==> src/rtl/majority_uart_rx.sv <==
// Oversampled UART receiver: 2-of-3 vote around each bit centre; MAJORITY_RX_PARITY_EN adds an even-parity bit.
// Latency: pulse 2 + (1+DATA_BITS[+1])*CLKS_PER_BIT + M+2 clocks after the start edge on rx.
// Backpressure: none; data_valid/frame_err/parity_err are single-cycle pulses, data_out holds.
module majority_uart_rx #(
   parameter int CLKS_PER_BIT = 16,
   parameter int DATA_BITS    = 8
) (
   input  logic                 clk,
   input  logic                 rst,
   input  logic                 rx,
   output logic [DATA_BITS-1:0] data_out,
   output logic                 data_valid,
   output logic                 frame_err,
   output logic                 noise_det,
`ifdef MAJORITY_RX_PARITY_EN
   output logic                 parity_err,
`endif
   output logic                 busy
);

   localparam int M  = CLKS_PER_BIT / 2;
   localparam int CW = $clog2(CLKS_PER_BIT);
   localparam int IW = $clog2(DATA_BITS);

   localparam logic [CW-1:0] CNT_LAST = CW'(CLKS_PER_BIT - 1);
   localparam logic [CW-1:0] CNT_S0   = CW'(M - 1);
   localparam logic [CW-1:0] CNT_S1   = CW'(M);
   localparam logic [CW-1:0] CNT_S2   = CW'(M + 1);
   localparam logic [IW-1:0] IDX_LAST = IW'(DATA_BITS - 1);

   typedef enum logic [2:0] {
      IDLE    = 3'd0,
      START   = 3'd1,
      DATA    = 3'd2,
`ifdef MAJORITY_RX_PARITY_EN
      PARITY  = 3'd3,
`endif
      STOP    = 3'd4,
      WAIT_HI = 3'd5
   } state_t;

   state_t               state, state_nxt;
   logic                 rx_meta, rx_s;
   logic [CW-1:0]        cnt;
   logic [IW-1:0]        bit_idx;
   logic                 s0, s1;
   logic                 vote, disagree;
   logic                 in_frame, vote_evt, cnt_wrap, last_bit;
   logic [DATA_BITS-1:0] shift;
   logic                 noise_flag;
   logic                 word_ok, word_bad;
`ifdef MAJORITY_RX_PARITY_EN
   logic                 par_bit, par_good, par_bad;
`endif

   // Two-flop synchroniser; idles high so reset never looks like a start bit.
   always_ff @(posedge clk) begin
      if (rst) begin
         rx_meta <= 1'b1;
         rx_s    <= 1'b1;
      end else begin
         rx_meta <= rx;
         rx_s    <= rx_meta;
      end
   end

   always_comb begin
      in_frame = (state == START) || (state == DATA) || (state == STOP);
`ifdef MAJORITY_RX_PARITY_EN
      if (state == PARITY)
         in_frame = 1'b1;
`endif
   end

   // The third sample is the live rx_s, so the vote resolves in the cnt=M+1 cycle.
   assign vote     = (s0 & s1) | (s0 & rx_s) | (s1 & rx_s);
   assign disagree = (s0 != s1) || (s1 != rx_s);
   assign vote_evt = in_frame && (cnt == CNT_S2);
   assign cnt_wrap = in_frame && (cnt == CNT_LAST);
   assign last_bit = (bit_idx == IDX_LAST);
`ifdef MAJORITY_RX_PARITY_EN
   assign par_good = ~^{shift, par_bit};
`endif

   always_ff @(posedge clk) begin
      if (rst)
         state <= IDLE;
      else
         state <= state_nxt;
   end

   always_comb begin
      state_nxt = state;
      case (state)
         IDLE:    if (!rx_s) state_nxt = START;
         START: begin
            if (vote_evt && vote)
               state_nxt = IDLE;
            else if (cnt_wrap)
               state_nxt = DATA;
         end
         DATA: begin
            if (cnt_wrap && last_bit)
`ifdef MAJORITY_RX_PARITY_EN
               state_nxt = PARITY;
`else
               state_nxt = STOP;
`endif
         end
`ifdef MAJORITY_RX_PARITY_EN
         PARITY:  if (cnt_wrap) state_nxt = STOP;
`endif
         // Decided at the stop-bit vote so a following start bit is never missed.
         STOP:    if (vote_evt) state_nxt = vote ? IDLE : WAIT_HI;
         WAIT_HI: if (rx_s) state_nxt = IDLE;
         default: state_nxt = IDLE;
      endcase
   end

   always_comb begin
      busy     = (state != IDLE);
      word_ok  = 1'b0;
      word_bad = 1'b0;
`ifdef MAJORITY_RX_PARITY_EN
      par_bad  = 1'b0;
`endif
      if ((state == STOP) && vote_evt) begin
         if (!vote)
            word_bad = 1'b1;
`ifdef MAJORITY_RX_PARITY_EN
         else if (!par_good)
            par_bad = 1'b1;
`endif
         else
            word_ok = 1'b1;
      end
   end

   always_ff @(posedge clk) begin
      if (rst) begin
         cnt        <= '0;
         bit_idx    <= '0;
         s0         <= 1'b1;
         s1         <= 1'b1;
         shift      <= '0;
         noise_flag <= 1'b0;
         data_out   <= '0;
         data_valid <= 1'b0;
         frame_err  <= 1'b0;
         noise_det  <= 1'b0;
`ifdef MAJORITY_RX_PARITY_EN
         par_bit    <= 1'b0;
         parity_err <= 1'b0;
`endif
      end else begin
         data_valid <= 1'b0;
         frame_err  <= 1'b0;
         noise_det  <= 1'b0;
`ifdef MAJORITY_RX_PARITY_EN
         parity_err <= 1'b0;
`endif
         // The detect cycle is cnt 0, so START begins at cnt 1.
         if (state == IDLE) begin
            cnt <= rx_s ? '0 : CW'(1);
            if (!rx_s) begin
               noise_flag <= 1'b0;
               bit_idx    <= '0;
            end
         end else if (in_frame) begin
            cnt <= cnt_wrap ? '0 : cnt + 1'b1;
         end else begin
            cnt <= '0;
         end

         if (in_frame && (cnt == CNT_S0))
            s0 <= rx_s;
         if (in_frame && (cnt == CNT_S1))
            s1 <= rx_s;
         if (vote_evt)
            noise_flag <= noise_flag | disagree;

         if (vote_evt && (state == DATA))
            shift <= {vote, shift[DATA_BITS-1:1]};
         if (cnt_wrap && (state == DATA) && !last_bit)
            bit_idx <= bit_idx + 1'b1;
`ifdef MAJORITY_RX_PARITY_EN
         if (vote_evt && (state == PARITY))
            par_bit <= vote;
         if (par_bad) begin
            parity_err <= 1'b1;
            noise_det  <= noise_flag | disagree;
         end
`endif

         if (word_ok) begin
            data_out   <= shift;
            data_valid <= 1'b1;
            noise_det  <= noise_flag | disagree;
         end
         if (word_bad) begin
            frame_err  <= 1'b1;
            noise_det  <= noise_flag | disagree;
         end
      end
   end

endmodule

==> config.mk <==
export PLATFORM = sky130hd
export DESIGN_NAME = majority_uart_rx
export DESIGN_NICKNAME = d
export VERILOG_FILES = /design/src/rtl/majority_uart_rx.sv
export SDC_FILE = /design/constraint.sdc
export NUM_CORES = 1
export LEC_CHECK = 0
export CAP_MARGIN = 20
export CORE_MARGIN = 2
export CORE_UTILIZATION = 50
export CTS_BUF_LIST = sky130_fd_sc_hd__clkbuf_16
export CTS_CLUSTER_DIAMETER = 200
export CTS_CLUSTER_SIZE = 40
export DETAILED_ROUTE_END_ITERATION = 8
export DONT_BUFFER_PORTS = 1
export PLACE_DENSITY = 0.76
export SKIP_CTS_REPAIR_TIMING = 1
export SLEW_MARGIN = 25
export SYNTH_ARGS = -nofsm -noshare
export SYNTH_HDL_FRONTEND = slang
export SYNTH_SLANG_ARGS = --single-unit
==> constraint.sdc <==
create_clock -name clk -period 2 [get_ports clk]
set_clock_uncertainty 0.2 [all_clocks]
set_input_delay 0.4 -clock clk [delete_from_list [all_inputs] [get_ports clk]]
set_output_delay 0.4 -clock clk [all_outputs]
set_load 0.02 [all_outputs]
==> flow_summary_export.csv <==
group,metric,value,unit
outcome,status,"complete, but fails checks",
outcome,failing_checks,"negative hold slack",
layout,final_layout_size_suffix_gt1_share,13.7,%
setup_path,path_common_cell,"sky130_fd_sc_hd__buf_4",
floorplanning,die_w,59.5,µm
synth,post_synth_instance_area,1540,µm²
setup_path,cpMaxStageDelayCell,"sky130_fd_sc_hd__or3_1",
placed_design,gp_routability_congestion,0.855,
hold_path,worst_min_delay_path_category,"input port to flip-flop",
setup_path,kind_of_cell_adding_the_most_delay_to_the_critical_path,"simple AND/OR/NAND/NOR gates",
timing,finalHoldViolCount,22,
synth,synthDominantCellAreaShare,44.2,%
layout,finalInstanceArea,1730,µm²
global_route,grt_pass1_wl,5010,µm
floorplanning,row_count,20,
timing,maxSlewHeadroom,71.9,%
synth,synth_area_leader_cell,"sky130_fd_sc_hd__dfxtp_1",
setup_path,cp_data_arrival_time,1.33,ns
clocking,clock_insertion_delay_worst_skew,0.28,ns
routing,first_drt_pass_iteration_count,4,
power_and_ir_drop,finalPower,2040,µW
power_and_ir_drop,total_leakage_power,0.000743,µW
timing,layout_min_cycle_time,1.93,ns
routing,drtIter0Drc,53,
routing,drc,0,
synth,synth.yosys.seq_area_share,44.2,%
run,drv.max_cap_violation_count,0,
clocking,cts_root_buffer,"sky130_fd_sc_hd__clkbuf_16",
global_route,maximum_number_of_pins_on_one_net_before_global_route_repair,31,
timing,unrepaired_setup_endpoints_after_global_routing,"no",
placed_design,placement.io_buffers,0,
timing,fin_tns_setup,0,ns
routing,vias_per_cell,5.95,
routing,wl_per_cell,15.4,µm
clocking,path_clk_slew,0.05,ns
floorplanning,die-area,3540,µm²
timing,setup_viol,0,
routing,drtAntennaViolNets,0,
synth,syn-mean-instance-area,9.75,µm²
floorplanning,boundaryPins,15,
layout,area.growth.synth_to_final,12.2,%
synth,library_cell_with_the_highest_instance_count_after_synthesis,"sky130_fd_sc_hd__dfxtp_1",
layout,n_fill_cell,269,
synth,synth_async_sr_flop_share,0,%
setup_path,crit_chain,"buf_4 -> or3_1 -> buf_4",
synth,synth_top_area_cells,"sky130_fd_sc_hd__dfxtp_1, sky130_fd_sc_hd__mux2i_1, sky130_fd_sc_hd__nor2_1",
setup_path,critical_path.max_fanout,10,
layout,nets,170,
setup_path,timing.setup.critical_path_class,"flip-flop to output pin",
timing,worst_pin_slew,0.421,ns
placed_design,cell_area_placed,1550,µm²
synth,yosysWarnings,0,
setup_path,cp.required,1.40,ns
layout,final_core_util,57.5,%
timing,period_share,96.5,%
placed_design,hpwlAfterDp,2020,µm
floorplanning,total_core_area,3000,µm²
global_route,first_global_vias,1128,
synth,yosys_most_used_dff,"sky130_fd_sc_hd__dfxtp_1",
clocking,cts_buffer_depth,2,
synth,ys_types,44,
clocking,ctsHtreeMaxLevel,2,
layout,antenna-diode-count,0,
synth,syn-num-nets,168,
global_route,number_of_antenna_violations_at_the_first_check_in_global_routing,0,
setup_path,path_buf_inv,2,
timing,slew_violations,0,
clocking,numCtsBuffers,5,
synth,synth_top_cells_by_count,"sky130_fd_sc_hd__dfxtp_1, sky130_fd_sc_hd__nor2_1, sky130_fd_sc_hd__mux2i_1, sky130_fd_sc_hd__ha_1, sky130_fd_sc_hd__a21oi_1",
timing,final.hold.worst_slack,-0.0136,ns
global_route,grt.overflow.total,0,
timing,clock.fmax,518,MHz
floorplanning,start_util,51.3,%
power_and_ir_drop,vdd_drop_max,0.553,mV
clocking,cts.sinks,34,
synth,gate_count_post_synth,158,
setup_path,critPathLaunchType,"flip-flop",
setup_path,cp_slowest_stage_delay,0.38,ns
clocking,cts_tree,"yes",
floorplanning,chipHeight,59.5,µm
power_and_ir_drop,power_density,1180,nW/µm²
routing,wl,2990,µm
setup_path,cp-end-kind,"output pin",
routing,detailroute.via_count,1154,
synth,synth_seq_cells,34,
global_route,groute.usage.overall,18.9,%
synth,synth_enable_flop_cells,0,
## layout make-up
cell class | instances | area [µm²] | area share [%]
multi-input combinational | 113 | 802 | 46.4
sequential | 34 | 681 | 39.4
clock buffer | 5 | 125 | 7.24
clock inverter | 3 | 45.0 | 2.61
tap | 33 | 41.3 | 2.39
timing repair buffer | 3 | 22.5 | 1.30
inverter | 3 | 11.3 | 0.652
## sequential cells by signal, summed over array words and instances, names as in the netlist
signal,count
bit_idx,3
frame_err,1
noise_det,1
noise_flag,1
rx_meta,1
s1,1
rx_s,1
state,3
s0,1
cnt,4
data_out,8
data_valid,1
shift,8
## layer usage
metal  up-vias  GRT usage (%)  share of wire [%]
met4         0           10.2                2.7
met1       550           23.4                 45
met2        28           29.5                 48
met5         -              0                  0
met3         9           5.68                4.5
li1        567              -                  -
## power breakdown
group          switching, µW  internal, µW
registers               60.5           716
clock network            290           586
logic                    223           168
total                    573          1470
## cell families after synthesis
logic type,after synthesis,synth area share [%]
XOR/XNOR,3,1.71
AND/OR/NAND/NOR,62,21.8
AO/OA/AOI/OAI,25,12.0
flip-flops,34,44.2
adder cells (fa/ha/maj),7,5.69
buffers and inverters,11,4.22
multiplexers,16,10.4
## metrics by stage
step / std cells / worst slack (ns)
after global routing: 194 / 0.0241
after CTS: 194 / 0.0618
final: 194 / 0.0709
after detailed placement: 186 / 0.141
after floorplan: 158 / 0.252
after global placement: 186 / 0.188
## final timing paths
check / start / to / slack, ns / cells after the start
min reg2reg: rx_meta / rx_s / 0.21 / 1
max: state[2] / busy / 0.07 / 3
min: rst / data_out[2] / -0.01 / 1
max reg2reg: s0 / state[2] / 0.14 / 5
## placed cells by master (no fill, tap or decap), types with 2 or more instances in the layout
cell,count
sky130_fd_sc_hd__or3_1,4
sky130_fd_sc_hd__nand2_1,4
sky130_fd_sc_hd__buf_4,3
sky130_fd_sc_hd__a21o_2,2
sky130_fd_sc_hd__a21oi_1,6
sky130_fd_sc_hd__xor2_1,2
sky130_fd_sc_hd__nand3b_1,4
sky130_fd_sc_hd__nor2_1,25
sky130_fd_sc_hd__mux2i_1,16
sky130_fd_sc_hd__o21ai_0,3
sky130_fd_sc_hd__clkbuf_16,5
sky130_fd_sc_hd__nand3_1,5
sky130_fd_sc_hd__nand2b_1,4
sky130_fd_sc_hd__o211ai_1,2
sky130_fd_sc_hd__ha_1,7
sky130_fd_sc_hd__or2_2,3
sky130_fd_sc_hd__nor3_1,3
sky130_fd_sc_hd__a211o_1,2
sky130_fd_sc_hd__inv_1,3
sky130_fd_sc_hd__clkinvlp_4,2
sky130_fd_sc_hd__dfxtp_1,34
No activity file was read; power rests on OpenSTA's default activity.
